<file path="config.mk">
export PLATFORM = sky130hd
export DESIGN_NAME = ddr3_write_arbiter
export DESIGN_NICKNAME = d
export VERILOG_FILES = /design/src/rtl/ddr3_write_arbiter.sv
export SDC_FILE = /design/constraint.sdc
export NUM_CORES = 1
export LEC_CHECK = 0
export BUFFER_PORTS_ARGS = -buffer_cell sky130_fd_sc_hd__buf_2
export CAP_MARGIN = 20
export CELL_PAD_IN_SITES_DETAIL_PLACEMENT = 0
export CELL_PAD_IN_SITES_GLOBAL_PLACEMENT = 1
export CORE_AREA = 2 2 356 358
export DETAILED_ROUTE_END_ITERATION = 6
export DIE_AREA = 0 0 358 360
export MAX_ROUTING_LAYER = met4
export PLACE_DENSITY = 0.3
export RECOVER_POWER = 100
export SYNTH_ARGS = -nofsm -noshare
export SYNTH_HDL_FRONTEND = slang
export SYNTH_SLANG_ARGS = --single-unit
</file>
<file path="constraint.sdc">
create_clock -name ddr3_clk -period 7.6 [get_ports ddr3_clk]
set_clock_uncertainty 0.1 [all_clocks]
set_input_delay 1.14 -clock ddr3_clk [delete_from_list [all_inputs] [get_ports ddr3_clk]]
set_output_delay 1.14 -clock ddr3_clk [all_outputs]
set_load 0.01 [all_outputs]
</file>
<file path="src/rtl/ddr3_write_arbiter.sv">
`default_nettype none
// ============================================================================
// Module   : ddr3_write_arbiter
// Purpose  : Round-robin, burst-granular sharing of one Avalon-MM DDR3 write
//            port between two writers on the ddr3_clk domain.
// Revision : 1.0 - initial release
// ============================================================================
module ddr3_write_arbiter #(
    parameter int MAX_BURST = 8,
    parameter int CNT_WIDTH = 16
) (
    input  logic                      ddr3_clk,
    input  logic                      ddr3clk_reset,
    input  logic [1:0][26:0]          req_write_address,
    input  logic [1:0][255:0]         req_write_data,
    input  logic [1:0]                req_write,
    input  logic [1:0][3:0]           req_burstcount,
    output logic [1:0]                req_waitrequest,
    output logic [26:0]               ddr3_write_address,
    output logic [255:0]              ddr3_write_data,
    output logic                      ddr3_write,
    output logic [3:0]                ddr3_burstcount,
    input  logic                      ddr3_waitrequest,
    output logic                      grant_valid,
    output logic                      grant_id,
    output logic                      burst_done,
    output logic [1:0][CNT_WIDTH-1:0] burst_count
);

    typedef enum logic [0:0] {
        ST_IDLE  = 1'b0,
        ST_BURST = 1'b1
    } state_t;

    localparam logic [3:0] C_MAX_BC = 4'(MAX_BURST);

    state_t                    state_q;
    logic                      grant_valid_q;
    logic                      grant_id_q;
    logic                      last_grant_q;
    logic                      burst_done_q;
    logic [26:0]               addr_q;
    logic [3:0]                bc_q;
    logic [3:0]                beats_left_q;
    logic [1:0][CNT_WIDTH-1:0] burst_count_q;

    logic       w_busy;
    logic       w_winner;
    logic [3:0] w_req_bc;
    logic [3:0] w_bc_d;
    logic [3:0] w_beats_d;
    logic       w_accept;

    // With both requesting, the one that did not own the previous burst wins.
    always_comb begin
        w_winner  = (req_write == 2'b11) ? ~last_grant_q : req_write[1];
        w_req_bc  = req_burstcount[w_winner];
        w_bc_d    = (w_req_bc > C_MAX_BC) ? C_MAX_BC : w_req_bc;
        w_beats_d = (w_bc_d == 4'd0) ? 4'd1 : w_bc_d;
    end

    assign w_busy          = (state_q == ST_BURST);
    assign ddr3_write      = w_busy & req_write[grant_id_q];
    assign ddr3_write_data = req_write_data[grant_id_q];
    assign w_accept        = ddr3_write & ~ddr3_waitrequest;

    always_comb begin
        req_waitrequest = 2'b11;
        if (w_busy) begin
            req_waitrequest[grant_id_q] = ddr3_waitrequest;
        end
    end

    always_ff @(posedge ddr3_clk or posedge ddr3clk_reset) begin
        if (ddr3clk_reset) begin
            state_q       <= ST_IDLE;
            grant_valid_q <= 1'b0;
            grant_id_q    <= 1'b0;
            last_grant_q  <= 1'b1;
            burst_done_q  <= 1'b0;
            addr_q        <= '0;
            bc_q          <= '0;
            beats_left_q  <= '0;
            burst_count_q <= '0;
        end else begin
            burst_done_q <= 1'b0;
            case (state_q)
                ST_IDLE: begin
                    if (|req_write) begin
                        addr_q        <= req_write_address[w_winner];
                        bc_q          <= w_bc_d;
                        beats_left_q  <= w_beats_d;
                        grant_id_q    <= w_winner;
                        grant_valid_q <= 1'b1;
                        state_q       <= ST_BURST;
                    end
                end
                ST_BURST: begin
                    if (w_accept) begin
                        beats_left_q <= beats_left_q - 4'd1;
                        if (beats_left_q == 4'd1) begin
                            burst_done_q                <= 1'b1;
                            burst_count_q[grant_id_q]   <= burst_count_q[grant_id_q] + CNT_WIDTH'(1);
                            last_grant_q                <= grant_id_q;
                            grant_valid_q               <= 1'b0;
                            state_q                     <= ST_IDLE;
                        end
                    end
                end
                default: state_q <= ST_IDLE;
            endcase
        end
    end

    assign ddr3_write_address = addr_q;
    assign ddr3_burstcount    = bc_q;
    assign grant_valid        = grant_valid_q;
    assign grant_id           = grant_id_q;
    assign burst_done         = burst_done_q;
    assign burst_count        = burst_count_q;

endmodule
`default_nettype wire

</file>
==> results.ini <==
[floorplan]
core_sq_mm = 0.125
die_h_microns = 360
ios = 904
rows = 130
die_width_microns = 358
start_util_pct = 5.29
die_area_sq_mm = 0.129

[routing]
drtAntennaViolNets = 0
vias_per_cell = 2.76
wirelength_microns = 63000
drt_first_iter_violations = 283
routedWlPerCell_microns = 20.0
num_vias = 8687
drc_errors = 0
dr.pass1.iters = 4

[setup_path]
crit_fanout = 32
crit_chain = clkbuf_1 -> a21boi_0 -> clkbuf_1 -> mux2i_1 -> a221o_1
crit_required_ns = 7.75
crit_top_cell = clkbuf_1
critPathKind = input port to flop
slowest_stage = clkbuf_1
reg2reg_slack_ns = 3.15
worstReg2RegEnd = burst_count[30]
worstPathArrival_ns = 4.83
crit_end = beats_left_q[0]
rr_startpoint = grant_id
reg2reg_depth = 5
max_stage_delay_ns = 1.61
critPathLaunchType = input port
critPathLaunch = req_write[1]
critical_path.endpoint_type = flop

[synthesis]
synth_area_sq_mm = 0.00661
synthArstFlopShare_pct = 100
ys.flop_type = dfrtp_1
postSynthCellCount = 619
synth.avg_cell_area_sq_um = 10.7
syn-num-nets = 1201
yosysWarnings = 0
synth-edff-count = 0
ys_types = 53
ys_seq_area_share_pct = 27.3
ys_ff_latch = 72

[power]
power_density_mw_per_mm2 = 235
worst_ir_drop_vdd_v = 0.000202
p_total_uw = 3040
p_leak_uw = 0.00543

[global_routing]
grt_util_met2_pct = 16.9
grt_pass1_wl_microns = 80400
grtUsageMet3_pct = 2.50
grt.overflow.total = 0
grt.busiest_layer = met2
grt_start_max_net_pins = 132
grt_pass1_vias = 8832
antenna_found_initial = 58
met1_usage_pct = 10.9
grt_usage_pct = 9.52

[min_path]
hold_path_class = flop to flop

[cells_and_area]
final_layout_size_suffix_gt1_share_pct = 58.0
syn_to_final_growth_pct = 95.4
layoutNonFillerInstCount = 3153
finalNetCount = 2074
stdcell_area_sq_mm = 0.0129
fillers = 14800

[sta]
report.final.setup_viol = 0
worstMarginPinSlew_ns = 2.32
finalSetupTns_ns = 0
finalCriticalPeriod_ns = 4.68
fin_ws_ns = 2.92
slew_violations = 51
hold_viol = 0
slew_headroom_pct = -55.6
timing.fmax_mhz = 214
fin_crit_sh_pct = 61.6
rsz0062_at_grt = no

[clock_tree]
clkSinkCount = 72
cts.clk_slew.worst_paths_ns = 0.07
cts-htree-levels = 3
cts_buffers = 9
clk_latency_ns = 0.37
clockBufferDepth = 2
ctsHoldBuffers = 0
ctsResizeCount = 0
cts_root_buf = clkbuf_16
cts_setup_buffers = 0
cts_tree = yes

[placement]
dpl-instance-area_sq_mm = 0.0130
place_ws_ns = 4.06
io_buffers = 903
place_inst = 3130
dp_hpwl_microns = 57200
gp_congestion = 0.867

[run_status]
violations = max-capacitance violations, max-slew violations
outcome = complete, but fails checks

[job]
drv_cap = 2

report_power, final:
group          switching [uW]  leakage, uW  internal, uW
combinational            1080      0.00435           908
sequential               95.3     0.000929           483
clock                     208     0.000151           262
total                    1390      0.00543          1650
layout by cell type, fill, tap and decap left out, drive strengths merged, types with 3 or more instances in the layout:
cell,count
buf,604
clkbuf,316
mux2,261
dfrtp,71
nand2,44
o21ai,34
mux2i,29
xnor2,24
nand4,13
inv,13
nand3,10
nor2,7
diode,6
nor3,6
nand2b,5
nand4b,4
xor2,4
a21oi,4
nor3b,4
nor4,3
and2,3
a31oi,3
nor2b,3
ha,3
flip-flops by register name, summed over array words and instances (netlist names):
| signal | cells |
|---|---|
| last_grant_q | 1 |
| ddr3_burstcount | 4 |
| grant_valid | 1 |
| grant_id | 1 |
| burst_done | 1 |
| beats_left_q | 4 |
| state_q | 1 |
| burst_count | 32 |
| ddr3_write_address | 27 |
cell usage after synthesis (2+ instances only):
cell,number,area (sq um)
xnor2_1,23,201
ha_1,3,37.5
nand3b_1,2,15.0
nor3b_1,3,22.5
nand3_2,2,20.0
buf_2,33,165
mux2i_1,29,290
and4_1,2,17.5
nor4_1,2,12.5
nand3_1,8,40.0
o21ai_0,34,170
nor2_1,7,26.3
nor2b_1,3,18.8
and2_1,3,18.8
mux2_2,261,2940
nand2_1,44,165
clkbuf_1,10,37.5
nand2b_1,5,31.3
o21bai_1,2,15.0
a311oi_1,2,17.5
a21boi_0,2,15.0
nand4b_1,4,35.0
nand4_1,12,75.1
buf_6,4,45.0
xor2_1,4,35.0
a21oi_1,4,20.0
nor3_1,4,20.0
inv_1,10,37.5
a31oi_1,3,18.8
dfrtp_1,71,1780
worst max-delay path: cells and delay by family:
kind                   cells  cell delay (ns)
muxes                      1             0.57
buffers and inverters      2             1.85
AOI/OAI and AO/OA          2             1.25
routing by layer:
metal | vias up | wire length [microns]
met1 | 4029 | 25000
li1 | 4024 | -
met5 | - | 0
met3 | 94 | 5190
met4 | 0 | 840
met2 | 540 | 32000
how the worst min path moves through the flow:
stage | from | to | slack (ns) | depth (start not counted)
global placement | ddr3_write_address[3] | ddr3_write_address[3] | 0.36 | 2
global route | last_grant_q | last_grant_q | 0.40 | 2
detailed placement | ddr3_write_address[10] | ddr3_write_address[10] | 0.37 | 2
finish | ddr3_write_address[10] | ddr3_write_address[10] | 0.38 | 2
floorplan | last_grant_q | last_grant_q | 0.35 | 2
CTS | ddr3_write_address[10] | ddr3_write_address[10] | 0.38 | 2
stage by stage:
step	utilization, %	hold slack, ns
after floorplan	-	0.353
after global placement	10.4	0.365
after detailed placement	10.4	0.367
after CTS	10.7	0.382
after global routing	10.3	0.398
final	10.3	0.379
kinds of logic (layout without fill, tap and decap cells):
kind of cell,Yosys count,in the layout,synth area share [%]
buffers and inverters,59,937,4.64
multiplexers,290,290,48.8
adder cells (fa/ha/maj),3,3,0.568
AND/OR/NAND/NOR,110,110,9.58
AO/OA/AOI/OAI,57,57,5.28
flip-flops,72,72,27.3
other,0,6,0
XOR/XNOR,28,28,3.82
area by class of cell:
cell class	instances	area [sq um]	share of cell area, %
Clock inverter	7	86.3	0.668
Multi-Input combinational cell	488	4470	34.6
Tap cell	1650	2060	16.0
Antenna cell	6	15.0	0.116
Clock buffer	9	225	1.74
Sequential cell	72	1800	14.0
Timing Repair Buffer	911	4210	32.6
Inverter	10	38.8	0.300
(Power assumes the default switching activity.)
